### config.mk
export PLATFORM = sky130hd
export DESIGN_NAME = iaaa_control_unit_flat
export DESIGN_NICKNAME = d
export VERILOG_FILES = /design/src/rtl/iaaa_ctrl_pkg.sv /design/src/rtl/iaaa_control_unit_if.sv /design/src/rtl/iaaa_mem_wait.sv /design/src/rtl/iaaa_control_unit.sv /design/src/flat_wrapper.sv
export SDC_FILE = /design/constraint.sdc
export NUM_CORES = 1
export LEC_CHECK = 0
export CORE_MARGIN = 1
export CORE_UTILIZATION = 54
export DETAILED_ROUTE_END_ITERATION = 16
export PLACE_DENSITY = 0.83
export SLEW_MARGIN = 40
export SYNTH_ARGS = -nofsm -noshare
export SYNTH_HDL_FRONTEND = slang
export SYNTH_HIERARCHICAL = 1
export SYNTH_SLANG_ARGS = --single-unit
export TNS_END_PERCENT = 20
### constraint.sdc
create_clock -name Clock -period 3.8 [get_ports Clock]
set_input_delay 0.38 -clock Clock [delete_from_list [all_inputs] [get_ports Clock]]
set_output_delay 0.38 -clock Clock [all_outputs]
set_load 0.05 [all_outputs]
### src/rtl/iaaa_ctrl_pkg.sv
// Shared definitions for the IAAA microsequencer.
// Holds the state encoding, opcodes, register-file indices, ALU codes and the
// registered control-word layout with its per-state decode.
package iaaa_ctrl_pkg;

    typedef logic [3:0] state_t;

    localparam state_t ST_IDLE  = 4'd0;
    localparam state_t ST_F_AR  = 4'd1;
    localparam state_t ST_F_MEM = 4'd2;
    localparam state_t ST_F_IR  = 4'd3;
    localparam state_t ST_DEC   = 4'd4;
    localparam state_t ST_X_AR  = 4'd5;
    localparam state_t ST_X_MRD = 4'd6;
    localparam state_t ST_X_WB  = 4'd7;
    localparam state_t ST_X_MWR = 4'd8;
    localparam state_t ST_X_ALU = 4'd9;
    localparam state_t ST_X_JMP = 4'd10;
    localparam state_t ST_HALT  = 4'd11;
    localparam state_t ST_ERR   = 4'd12;

    localparam logic [3:0] OP_NOP   = 4'd0;
    localparam logic [3:0] OP_LOAD  = 4'd1;
    localparam logic [3:0] OP_STORE = 4'd2;
    localparam logic [3:0] OP_ADD   = 4'd3;
    localparam logic [3:0] OP_SUB   = 4'd4;
    localparam logic [3:0] OP_INC   = 4'd5;
    localparam logic [3:0] OP_JMP   = 4'd6;
    localparam logic [3:0] OP_JMPZ  = 4'd7;
    localparam logic [3:0] OP_END   = 4'd15;

    localparam logic [4:0] REG_AR   = 5'd0;
    localparam logic [4:0] REG_PC   = 5'd1;
    localparam logic [4:0] REG_AC   = 5'd2;
    localparam logic [4:0] REG_R    = 5'd3;
    localparam logic [4:0] REG_MIDR = 5'd18;
    localparam logic [4:0] REG_IR   = 5'd19;

    localparam logic [2:0] ALU_PASS = 3'd0;
    localparam logic [2:0] ALU_ADD  = 3'd1;
    localparam logic [2:0] ALU_SUB  = 3'd2;
    localparam logic [2:0] ALU_INC  = 3'd3;

    typedef struct packed {
        logic       wr_en;
        logic [4:0] wr_sel;
        logic [4:0] rd_sel;
        logic [2:0] alu_op;
        logic       pc_inc;
        logic       mem_rd;
        logic       mem_wr;
        logic       busy;
        logic       done;
        logic       error;
    } ctrl_t;

    function automatic logic [2:0] alu_of(input logic [3:0] op);
        case (op)
            OP_ADD:  return ALU_ADD;
            OP_SUB:  return ALU_SUB;
            OP_INC:  return ALU_INC;
            default: return ALU_PASS;
        endcase
    endfunction

    // Control word belonging to a state; op only matters for X_ALU.
    function automatic ctrl_t decode_ctrl(input state_t st, input logic [3:0] op);
        ctrl_t c;
        c      = '0;
        c.busy = 1'b1;
        case (st)
            ST_F_AR:  begin c.wr_en = 1'b1; c.wr_sel = REG_AR; c.rd_sel = REG_PC; end
            ST_F_MEM: c.mem_rd = 1'b1;
            ST_F_IR:  begin
                c.wr_en  = 1'b1;
                c.wr_sel = REG_IR;
                c.rd_sel = REG_MIDR;
                c.pc_inc = 1'b1;
            end
            ST_DEC:   c.busy = 1'b1;
            ST_X_AR:  begin c.wr_en = 1'b1; c.wr_sel = REG_AR; c.rd_sel = REG_MIDR; end
            ST_X_MRD: c.mem_rd = 1'b1;
            ST_X_WB:  begin c.wr_en = 1'b1; c.wr_sel = REG_AC; c.rd_sel = REG_MIDR; end
            ST_X_MWR: begin c.mem_wr = 1'b1; c.rd_sel = REG_AC; end
            ST_X_ALU: begin
                c.wr_en  = 1'b1;
                c.wr_sel = REG_AC;
                c.rd_sel = REG_R;
                c.alu_op = alu_of(op);
            end
            ST_X_JMP: begin c.wr_en = 1'b1; c.wr_sel = REG_PC; c.rd_sel = REG_MIDR; end
            ST_HALT:  begin c.busy = 1'b0; c.done = 1'b1; end
            ST_ERR:   begin c.busy = 1'b0; c.error = 1'b1; end
            default:  c.busy = 1'b0;
        endcase
        return c;
    endfunction

endpackage

### src/rtl/iaaa_control_unit_if.sv
// Memory handshake between the microsequencer (master) and the memory
// interface (slave).
//   Mem_rd    : read request, address from AR
//   Mem_wr    : write request, address AR, data from MDR
//   Mem_ready : read data valid in MIDR / write accepted, this cycle
interface iaaa_control_unit_if;
    logic Mem_rd;
    logic Mem_wr;
    logic Mem_ready;

    modport master (output Mem_rd, output Mem_wr, input Mem_ready);
    modport slave (input Mem_rd, input Mem_wr, output Mem_ready);
endinterface

### src/rtl/iaaa_mem_wait.sv
// Memory wait counter shared by every state that waits on Mem_ready.
//   Clock, Reset : core clock, synchronous active-high reset
//   start        : a wait state is active this cycle
//   clear        : memory answered this cycle
//   timeout      : this is the last cycle the request may stay unanswered
module iaaa_mem_wait #(
    parameter int unsigned MEM_TIMEOUT = 15,
    parameter int unsigned CNT_W       = 8
) (
    input  logic Clock,
    input  logic Reset,
    input  logic start,
    input  logic clear,
    output logic timeout
);

    localparam logic [CNT_W-1:0] LAST = CNT_W'(MEM_TIMEOUT - 1);
    localparam logic [CNT_W-1:0] MAX  = {CNT_W{1'b1}};

    logic [CNT_W-1:0] cnt_q;

    // Counter holds the number of cycles already spent waiting; it saturates.
    always_ff @(posedge Clock) begin
        if (Reset || clear || !start) begin
            cnt_q <= '0;
        end else if (cnt_q != MAX) begin
            cnt_q <= cnt_q + CNT_W'(1);
        end
    end

    assign timeout = start && (cnt_q >= LAST);

endmodule

### src/rtl/iaaa_control_unit.sv
// IAAA microsequencer: fetch/decode/execute driving the register-file write
// decoder, read mux, ALU op, PC increment and memory strobes.
//   Clock, Reset  : core clock, synchronous active-high reset
//   Start         : level start in IDLE, rising edge restarts from HALT
//   IR_out        : opcode from the instruction register
//   Z_flag        : registered ALU zero flag
//   mem_bus       : Mem_rd / Mem_wr / Mem_ready handshake
//   WR_en, WR_sel : write strobe and register index
//   RD_sel        : register driven onto the bus
//   ALU_op, PC_inc: datapath controls
//   Busy, Done, Error : status
// All outputs are registered from the next state, so they line up with the
// state they belong to.
module iaaa_control_unit
    import iaaa_ctrl_pkg::*;
#(
    parameter int unsigned MEM_TIMEOUT = 15,
    parameter int unsigned CNT_W       = 8
) (
    input  logic                 Clock,
    input  logic                 Reset,
    input  logic                 Start,
    input  logic [3:0]           IR_out,
    input  logic                 Z_flag,
    iaaa_control_unit_if.master  mem_bus,
    output logic                 WR_en,
    output logic [4:0]           WR_sel,
    output logic [4:0]           RD_sel,
    output logic [2:0]           ALU_op,
    output logic                 PC_inc,
    output logic                 Busy,
    output logic                 Done,
    output logic                 Error
);

    state_t state_q, state_d;
    ctrl_t  ctrl_q;
    logic   start_q;
    logic   wait_active;
    logic   timeout;

    assign wait_active = (state_q == ST_F_MEM) || (state_q == ST_X_MRD) ||
                         (state_q == ST_X_MWR);

    iaaa_mem_wait #(
        .MEM_TIMEOUT (MEM_TIMEOUT),
        .CNT_W       (CNT_W)
    ) u_mem_wait (
        .Clock   (Clock),
        .Reset   (Reset),
        .start   (wait_active),
        .clear   (mem_bus.Mem_ready),
        .timeout (timeout)
    );

    always_comb begin
        state_d = state_q;
        case (state_q)
            ST_IDLE:  if (Start) state_d = ST_F_AR;
            ST_F_AR:  state_d = ST_F_MEM;
            ST_F_MEM: begin
                if (mem_bus.Mem_ready) state_d = ST_F_IR;
                else if (timeout)      state_d = ST_ERR;
            end
            ST_F_IR:  state_d = ST_DEC;
            ST_DEC: begin
                case (IR_out)
                    OP_NOP:                 state_d = ST_F_AR;
                    OP_LOAD, OP_STORE:      state_d = ST_X_AR;
                    OP_ADD, OP_SUB, OP_INC: state_d = ST_X_ALU;
                    OP_JMP:                 state_d = ST_X_JMP;
                    OP_JMPZ:                state_d = Z_flag ? ST_X_JMP : ST_F_AR;
                    OP_END:                 state_d = ST_HALT;
                    default:                state_d = ST_F_AR; // reserved opcodes
                endcase
            end
            // IR is not rewritten during execute, so the opcode is still valid here.
            ST_X_AR:  state_d = (IR_out == OP_STORE) ? ST_X_MWR : ST_X_MRD;
            ST_X_MRD: begin
                if (mem_bus.Mem_ready) state_d = ST_X_WB;
                else if (timeout)      state_d = ST_ERR;
            end
            ST_X_MWR: begin
                if (mem_bus.Mem_ready) state_d = ST_F_AR;
                else if (timeout)      state_d = ST_ERR;
            end
            ST_X_WB, ST_X_ALU, ST_X_JMP: state_d = ST_F_AR;
            ST_HALT:  if (Start && !start_q) state_d = ST_F_AR;
            ST_ERR:   state_d = ST_ERR;
            default:  state_d = ST_IDLE;
        endcase
    end

    always_ff @(posedge Clock) begin
        if (Reset) begin
            state_q <= ST_IDLE;
            ctrl_q  <= '0;
            start_q <= 1'b0;
        end else begin
            state_q <= state_d;
            ctrl_q  <= decode_ctrl(state_d, IR_out);
            start_q <= Start;
        end
    end

    assign WR_en          = ctrl_q.wr_en;
    assign WR_sel         = ctrl_q.wr_sel;
    assign RD_sel         = ctrl_q.rd_sel;
    assign ALU_op         = ctrl_q.alu_op;
    assign PC_inc         = ctrl_q.pc_inc;
    assign mem_bus.Mem_rd = ctrl_q.mem_rd;
    assign mem_bus.Mem_wr = ctrl_q.mem_wr;
    assign Busy           = ctrl_q.busy;
    assign Done           = ctrl_q.done;
    assign Error          = ctrl_q.error;

endmodule

### src/flat_wrapper.sv
// flat-port wrapper written by rule: the top's interface ports become plain ports
module iaaa_control_unit_flat import iaaa_ctrl_pkg::*;
#(
    parameter int unsigned MEM_TIMEOUT = 15,
    parameter int unsigned CNT_W       = 8
)
  (Clock, Reset, Start, IR_out, Z_flag, WR_en, WR_sel, RD_sel, ALU_op, PC_inc, Busy, Done, Error, mem_bus_Mem_rd, mem_bus_Mem_wr, mem_bus_Mem_ready);
  iaaa_control_unit_if mem_bus_i ();
  input  logic Clock;
  input  logic Reset;
  input  logic Start;
  input  logic [3:0] IR_out;
  input  logic Z_flag;
  output logic WR_en;
  output logic [4:0] WR_sel;
  output logic [4:0] RD_sel;
  output logic [2:0] ALU_op;
  output logic PC_inc;
  output logic Busy;
  output logic Done;
  output logic Error;
  output wire logic [$bits(mem_bus_i.Mem_rd)-1:0] mem_bus_Mem_rd;
  output wire logic [$bits(mem_bus_i.Mem_wr)-1:0] mem_bus_Mem_wr;
  input wire logic [$bits(mem_bus_i.Mem_ready)-1:0] mem_bus_Mem_ready;
  assign mem_bus_Mem_rd = mem_bus_i.Mem_rd;
  assign mem_bus_Mem_wr = mem_bus_i.Mem_wr;
  assign mem_bus_i.Mem_ready = mem_bus_Mem_ready;
  iaaa_control_unit #(.MEM_TIMEOUT(MEM_TIMEOUT), .CNT_W(CNT_W)) u_core (.Clock(Clock), .Reset(Reset), .Start(Start), .IR_out(IR_out), .Z_flag(Z_flag), .mem_bus(mem_bus_i), .WR_en(WR_en), .WR_sel(WR_sel), .RD_sel(RD_sel), .ALU_op(ALU_op), .PC_inc(PC_inc), .Busy(Busy), .Done(Done), .Error(Error));
endmodule
==> results.json, run 1 <==
{
  "fp.coreArea_mm2": 0.00250,
  "numPortBuffers": 23,
  "sw_frac_of_total": 0.288,
  "r2r.worst_path.cells": 10,
  "final.period_utilization": 0.793,
  "critical_path.startpoint_type": "flip-flop",
  "ios": 29,
  "cts_tree": "yes",
  "cts.clk_slew.worst_paths_ns": 0.15,
  "fillerInstances": 196,
  "critical_path_class": "reg2reg",
  "syn2layout_area_growth_pct": 19.5,
  "worst_ep_arrival_time_ns": 3.28,
  "wl_met1_mm": 1.34,
  "synthesis.instances": 162,
  "area.sequential_um2": 561,
  "die_width_um": 53.7,
  "die_area_mm2": 0.00288,
  "cts_post_setup_buffers_inserted": 0,
  "placement_rows": 18,
  "comb_power_share": 0.232,
  "total_nets_final": 196,
  "clk_root_buffer_cell": "sky130_fd_sc_hd__clkbuf_4",
  "final_cell_mix": "28 x sky130_fd_sc_hd__dfxtp_1, 23 x sky130_fd_sc_hd__clkdlybuf4s50_1, 13 x sky130_fd_sc_hd__nor2_1",
  "drt-total-wl_mm": 3.10,
  "start_util": 0.577,
  "layout.cells.most_common": "sky130_fd_sc_hd__dfxtp_1",
  "vias_in_the_first_global_route": 1072,
  "grt_start_max_net_pins": 17,
  "ys_types": 48,
  "synth_sequential_area_ratio": 0.389,
  "cts-root-to-sink-buffers": 2,
  "synth.top_cells.by_area": "sky130_fd_sc_hd__dfxtp_1 39%, sky130_fd_sc_hd__nor3_1 4.2%, sky130_fd_sc_hd__nor2b_1 3.5%",
  "worst_ep_required_time_ns": 4.06,
  "vdd.ir_drop.worst_mv": 0.344,
  "hold_class": "reg2reg",
  "post_route_cells_drive_above_1_share": 0.103,
  "post_cts_resized": 0,
  "intPower_uw": 473,
  "netlist.area_leader.share": 0.389,
  "gpl.final_weighted_congestion": 0.911,
  "global_route_wire_length_before_repair_mm": 4.98,
  "post_synth_instance_area_mm2": 0.00144,
  "final.setup.tns_ns": 0,
  "ys_ff_latch": 28,
  "die-height_um": 53.7,
  "maxUsedRoutingLayer": "met4",
  "timing_hold_violations_final": 0,
  "globalRouteTotalUtil": 0.241,
  "cts_made_buffers": 3,
  "routedWlPerCell_um": 14.5,
  "post-synth-top-area-cell": "sky130_fd_sc_hd__dfxtp_1",
  "synth_async_sr_flop_share": 0,
  "clkSinkCount": 28,
  "clkLatencyLatePin_ns": 0.33,
  "sequential_power_share": 0.479,
  "initialDrtViolationCount": 42,
  "grt-ovfl-total": 0,
  "cts-hold-fix-buffers": 0,
  "setup.reg_to_reg.worst_slack_ns": 0.79,
  "cp_num_buf_inv": 0,
  "synth-warning-count": 6,
  "hold_depth": 1,
  "max_slew.worst_pin.slew_ns": 0.766,
  "crit_cells": 10,
  "path_cells": "nor2b_1, nand2b_1, a21oi_1, a21boi_0, nor2b_1, nor3_1, nor4_4, or4b_4, o31a_1, a21oi_2",
  "unrepaired_setup_endpoints_after_global_routing": "false",
  "routed-via-count": 1267,
  "critical_path.max_stage_delay_ns": 0.52,
  "run_status": "finished clean",
  "final_max_slew_viol_count": 0,
  "synth_edf_count": 0,
  "detailroute.wirelength.met3_um": 122,
  "synth_area_per_cell_um2": 8.91,
  "postSynth.topFlopCell": "sky130_fd_sc_hd__dfxtp_1",
  "crit_slowest_cell": "sky130_fd_sc_hd__or4b_4",
  "final_period_minus_worst_setup_slack_ns": 3.01,
  "detailedPlacementHpwl_mm": 2.30,
  "final_core_utilization": 0.690,
  "crit_family": "simple AND/OR/NAND/NOR gates",
  "end_kind": "flip-flop",
  "maxClockFrequency_mhz": 332,
  "diodes": 0,
  "leak_pwr_nw": 0.636,
  "number_of_maximum_capacitance_violations": 0,
  "detailroute.wirelength.met2_mm": 1.61,
  "h-tree-depth": 1,
  "detailedRoute.firstPassIterationCount": 4,
  "path_max_fanout": 8,
  "timing.max_slew.rel_slack": 0.485,
  "setup_viol": 0,
  "finClkSkew_ns": 0.00464,
  "power.clock.fraction": 0.289,
  "crit_path_frequent_cell": "sky130_fd_sc_hd__nor2b_1",
  "drc_errors": 0,
  "postRouteAntennaNets": 0,
  "pwr_density_cell_mw_per_mm2": 386,
  "switchingPower_uw": 192,
  "detail_route.vias_per_cell": 5.92,
  "antenna_found_initial": 0,
  "multiInputGateArea_um2": 821
}
## synth_stat cells, drive strengths merged, types with 2 or more instances
| cell type | count |
|---|---|
| dfxtp | 28 |
| nor2 | 13 |
| nor3 | 12 |
| a21oi | 8 |
| nor2b | 8 |
| buf | 6 |
| inv | 6 |
| nand2 | 6 |
| nand2b | 6 |
| a31oi | 5 |
| nand3 | 5 |
| nor4 | 5 |
| o21ai | 5 |
| or2 | 5 |
| and3 | 4 |
| clkbuf | 3 |
| nand4 | 3 |
| o21a | 3 |
| or3 | 3 |
| a2111oi | 2 |
| ha | 2 |
| o21bai | 2 |
| o311a | 2 |
| or3b | 2 |
| or4b | 2 |
## final timing paths
path | startpoint | to
worst min-delay path | u_core/u_mem_wait/cnt_q[2]$_SDFFE_PP0P_ | u_core/u_mem_wait/cnt_q[2]$_SDFFE_PP0P_
worst max register to register | u_core/state_q[3]$_SDFF_PP0_ | u_core/WR_en$_SDFF_PP0_
worst min register to register | u_core/u_mem_wait/cnt_q[2]$_SDFFE_PP0P_ | u_core/u_mem_wait/cnt_q[2]$_SDFFE_PP0P_
worst max-delay path | u_core/state_q[3]$_SDFF_PP0_ | u_core/WR_en$_SDFF_PP0_
## kinds of logic (layout without fill, tap and decap cells)
logic type / Yosys count / after routing / synth area share
AO/OA/AOI/OAI: 36 / 36 / 0.194
other: 1 / 5 / 0.00260
XOR/XNOR: 1 / 1 / 0.00607
AND/OR/NAND/NOR: 79 / 79 / 0.338
buffers and inverters: 15 / 33 / 0.0529
flip-flops: 28 / 28 / 0.389
adder cells (fa/ha/maj): 2 / 2 / 0.0173
## state kept, by name (all words and copies together) (netlist names), 2 cells and up
signal,cells
u_core/ALU_op,2
u_core/RD_sel,3
u_core/WR_sel,3
u_core/state_q,4
u_core/u_mem_wait/cnt_q,8
## power by group through the flow
stage                     combinational [mW]  sequential (mW)  clock [mW]
final                                  0.154            0.318       0.192
after global routing                   0.166            0.321       0.205
after CTS                              0.154            0.318       0.198
after detailed placement               0.153            0.325           0
after global placement                 0.150            0.324           0
after floorplan                       0.0848            0.353           0
## per-stage QoR
stage / instance area [um2] / hold WS (ns) / setup WS, ns / instances / power, mW
global placement: 1670 / 0.511 / 1.03 / 210 / 0.475
finish: 1720 / 0.558 / 0.787 / 214 / 0.665
global route: 1720 / 0.604 / 0.578 / 214 / 0.691
detailed placement: 1670 / 0.513 / 0.893 / 210 / 0.477
CTS: 1720 / 0.555 / 0.856 / 214 / 0.670
floorplan: 1460 / 0.467 / 1.22 / 166 / 0.437
## cell type report
type	count	area share
multi-input cells	123	0.476
well taps	30	0.0218
repair buffers	23	0.134
clock buffers	3	0.0131
inverters	6	0.0131
clock inverters	1	0.0174
flip-flops and latches	28	0.325
## worst register-to-register path: cells and delay by family, from the launching register on
| kind | cells | cell delay [ns] |
|---|---|---|
| flops | 1 | 0.50 |
| simple gates | 6 | 1.59 |
| compound gates | 4 | 0.86 |
## per-layer routing
layer,vias to the layer above,track usage
li1,630,-
met1,591,0.293
met2,39,0.416
met3,7,0.0565
met4,0,0.0746
met5,-,0
No activity file was read; power rests on OpenSTA's default activity.
==> run 2: changes to the inputs <==
--- a/config.mk
+++ b/config.mk
@@ -6,9 +6,9 @@
 export NUM_CORES = 1
 export LEC_CHECK = 0
 export CORE_MARGIN = 1
-export CORE_UTILIZATION = 54
+export CORE_UTILIZATION = 50
 export DETAILED_ROUTE_END_ITERATION = 16
-export PLACE_DENSITY = 0.83
+export PLACE_DENSITY = 0.78
 export SLEW_MARGIN = 40
 export SYNTH_ARGS = -nofsm -noshare
 export SYNTH_HDL_FRONTEND = slang
==> constraint.sdc (replaced) <==
create_clock -name Clock -period 2.9 [get_ports Clock]
set_input_delay 0.29 -clock Clock [delete_from_list [all_inputs] [get_ports Clock]]
set_output_delay 0.29 -clock Clock [all_outputs]
set_load 0.05 [all_outputs]
==> run 2 against run 1 <==
Effect of this change: global-route usage decreased by 3.5 points; sequential cell count stayed put; worst hold slack worse by 0.014 ns; highest routed layer unchanged; critical path depth unchanged; critical path type unchanged; worst setup slack got worse by 0.47 ns; first-iteration DRC count fell by 57%; non-clock buffer count grew 3.
==> results.json, run 2 (same netlist as run 1, synthesis figures left out) <==
{
  "post_route_cells_drive_above_1_share": 0.123,
  "comb_power_share": 0.254,
  "drc_errors": 0,
  "critical_path_class": "reg2reg",
  "end_kind": "flip-flop",
  "switchingPower_uw": 245,
  "leak_pwr_nw": 0.645,
  "total_nets_final": 199,
  "cts_post_setup_buffers_inserted": 0,
  "grt_start_max_net_pins": 16,
  "placement_rows": 19,
  "worstReg2RegStart": "u_core/u_mem_wait/cnt_q[0]$_SDFFE_PP0P_",
  "area.sequential_um2": 561,
  "globalRouteTotalUtil": 0.207,
  "layout.cells.most_common": "sky130_fd_sc_hd__dfxtp_1",
  "global_route_wire_length_before_repair_mm": 5.16,
  "multiInputGateArea_um2": 823,
  "pwr_density_cell_mw_per_mm2": 462,
  "placed_cells": 214,
  "unrepaired_setup_endpoints_after_global_routing": "false",
  "fp.coreArea_mm2": 0.00273,
  "final_design_area_no_fill_mm2": 0.00173,
  "timing_hold_violations_final": 0,
  "die-height_um": 55.7,
  "number_of_maximum_capacitance_violations": 0,
  "post_cts_resized": 0,
  "timing.max_slew.rel_slack": 0.529,
  "worst_ep_required_time_ns": 3.11,
  "detailedRoute.firstPassIterationCount": 5,
  "place_worst_setup_slack_ns": 0.166,
  "number_of_flip_flops_under_the_largest_register_name": 8,
  "gpl.final_weighted_congestion": 0.831,
  "final_cell_mix": "28 x sky130_fd_sc_hd__dfxtp_1, 23 x sky130_fd_sc_hd__clkdlybuf4s50_1, 13 x sky130_fd_sc_hd__nor2_1",
  "worstReg2RegEnd": "u_core/WR_en$_SDFF_PP0_",
  "largest_regs": "u_core/u_mem_wait/cnt_q (8), u_core/state_q (4)",
  "maxClockFrequency_mhz": 387,
  "initialDrtViolationCount": 18,
  "final_period_minus_worst_setup_slack_ns": 2.58,
  "worst_ep_arrival_time_ns": 2.79,
  "setup_slack_ns": 0.316,
  "final.hold.worst_slack_ns": 0.544,
  "cts-hold-fix-buffers": 0,
  "critical_path.startpoint_type": "flip-flop",
  "intPower_uw": 557,
  "routed-via-count": 1249,
  "numPortBuffers": 23,
  "timing.critical_path.from": "u_core/u_mem_wait/cnt_q[0]$_SDFFE_PP0P_",
  "drt-total-wl_mm": 3.02,
  "finClkSkew_ns": 0.00259,
  "cts.clk_slew.worst_paths_ns": 0.14,
  "clk_root_buffer_cell": "sky130_fd_sc_hd__clkbuf_4",
  "stdcell_count": 218,
  "cts_tree": "yes",
  "fillerInstances": 249,
  "sw_frac_of_total": 0.305,
  "largest-register": "u_core/u_mem_wait/cnt_q",
  "vias_in_the_first_global_route": 1201,
  "final.period_utilization": 0.891,
  "setup.worst_path.end": "u_core/WR_en$_SDFF_PP0_",
  "final.setup.tns_ns": 0,
  "die_width_um": 55.7,
  "postRouteAntennaNets": 0,
  "detailedPlacementHpwl_mm": 2.30,
  "ios": 29,
  "power.clock.fraction": 0.228,
  "r2r.worst_path.cells": 10,
  "clkSinkCount": 28,
  "run_status": "finished clean",
  "setup_viol": 0,
  "diodes": 0,
  "h-tree-depth": 1,
  "antenna_found_initial": 0,
  "vdd.ir_drop.worst_mv": 0.475,
  "syn2layout_area_growth_pct": 20.2,
  "die_area_mm2": 0.00310,
  "grt-ovfl-total": 0,
  "hold_class": "reg2reg",
  "cts_made_buffers": 3,
  "setup.reg_to_reg.worst_slack_ns": 0.32,
  "detail_route.vias_per_cell": 5.73,
  "start_util": 0.528,
  "final_max_slew_viol_count": 0,
  "cts-root-to-sink-buffers": 2,
  "path_max_fanout": 7,
  "sequential_power_share": 0.518,
  "final_core_utilization": 0.634,
  "max_slew.worst_pin.slew_ns": 0.701,
  "clkLatencyLatePin_ns": 0.32,
  "routedWlPerCell_um": 13.8,
  "placement.cell_area_mm2": 0.00170,
  "power.total_uw": 802
}
## run 2: cell count changes in the layout (fill, tap and decap cells not counted), sizes merged
cell,before,now
clkbuf,3,4
buf,0,3
bufinv,1,0
## run 2: final cells by class
class	instances	share of cell area
Multi-Input combinational cell	123	0.475
Timing Repair Buffer	26	0.146
Inverter	6	0.0130
Sequential cell	28	0.323
Tap cell	31	0.0224
Clock buffer	4	0.0209
## run 2: per-layer routing
layer	part of all wire	global-route usage	routed length, um
met5	0	0	0
met4	0.0060	0.0500	18
met3	0.038	0.0535	115
met2	0.55	0.406	1650
met1	0.41	0.214	1230
## run 2: worst min path at each step
stage,endpoint,cells past startpoint,slack (ns),start
finish,u_core/u_mem_wait/cnt_q[2]$_SDFFE_PP0P_,1,0.54,u_core/u_mem_wait/cnt_q[2]$_SDFFE_PP0P_
global route,u_core/start_q$_SDFF_PP0_,2,0.57,Start
CTS,u_core/u_mem_wait/cnt_q[2]$_SDFFE_PP0P_,1,0.55,u_core/u_mem_wait/cnt_q[2]$_SDFFE_PP0P_
detailed placement,u_core/u_mem_wait/cnt_q[2]$_SDFFE_PP0P_,1,0.52,u_core/u_mem_wait/cnt_q[2]$_SDFFE_PP0P_
global placement,u_core/u_mem_wait/cnt_q[2]$_SDFFE_PP0P_,1,0.51,u_core/u_mem_wait/cnt_q[2]$_SDFFE_PP0P_
floorplan,u_core/state_q[1]$_SDFF_PP0_,1,0.38,Reset
## run 2: power groups by stage
stage	combinational [mW]	clock, mW	sequential [mW]
2_1_floorplan	0.111	0	0.462
3_3_place_gp	0.200	0	0.423
3_5_place_dp	0.204	0	0.423
4_1_cts	0.205	0.187	0.415
5_1_grt	0.220	0.199	0.419
6_report	0.204	0.183	0.415
## run 2: worst max-delay path, stage by stage, from the launching register on
cell and delay [ns]:
sky130_fd_sc_hd__dfxtp_1 0.44, sky130_fd_sc_hd__inv_1 0.09, sky130_fd_sc_hd__ha_1 0.20, sky130_fd_sc_hd__o211ai_1 0.15, sky130_fd_sc_hd__a21boi_0 0.10, sky130_fd_sc_hd__nor2b_1 0.16, sky130_fd_sc_hd__or3_1 0.31, sky130_fd_sc_hd__o211a_1 0.16
sky130_fd_sc_hd__nor3_1 0.55, sky130_fd_sc_hd__o21a_1 0.26, sky130_fd_sc_hd__a21oi_2 0.05
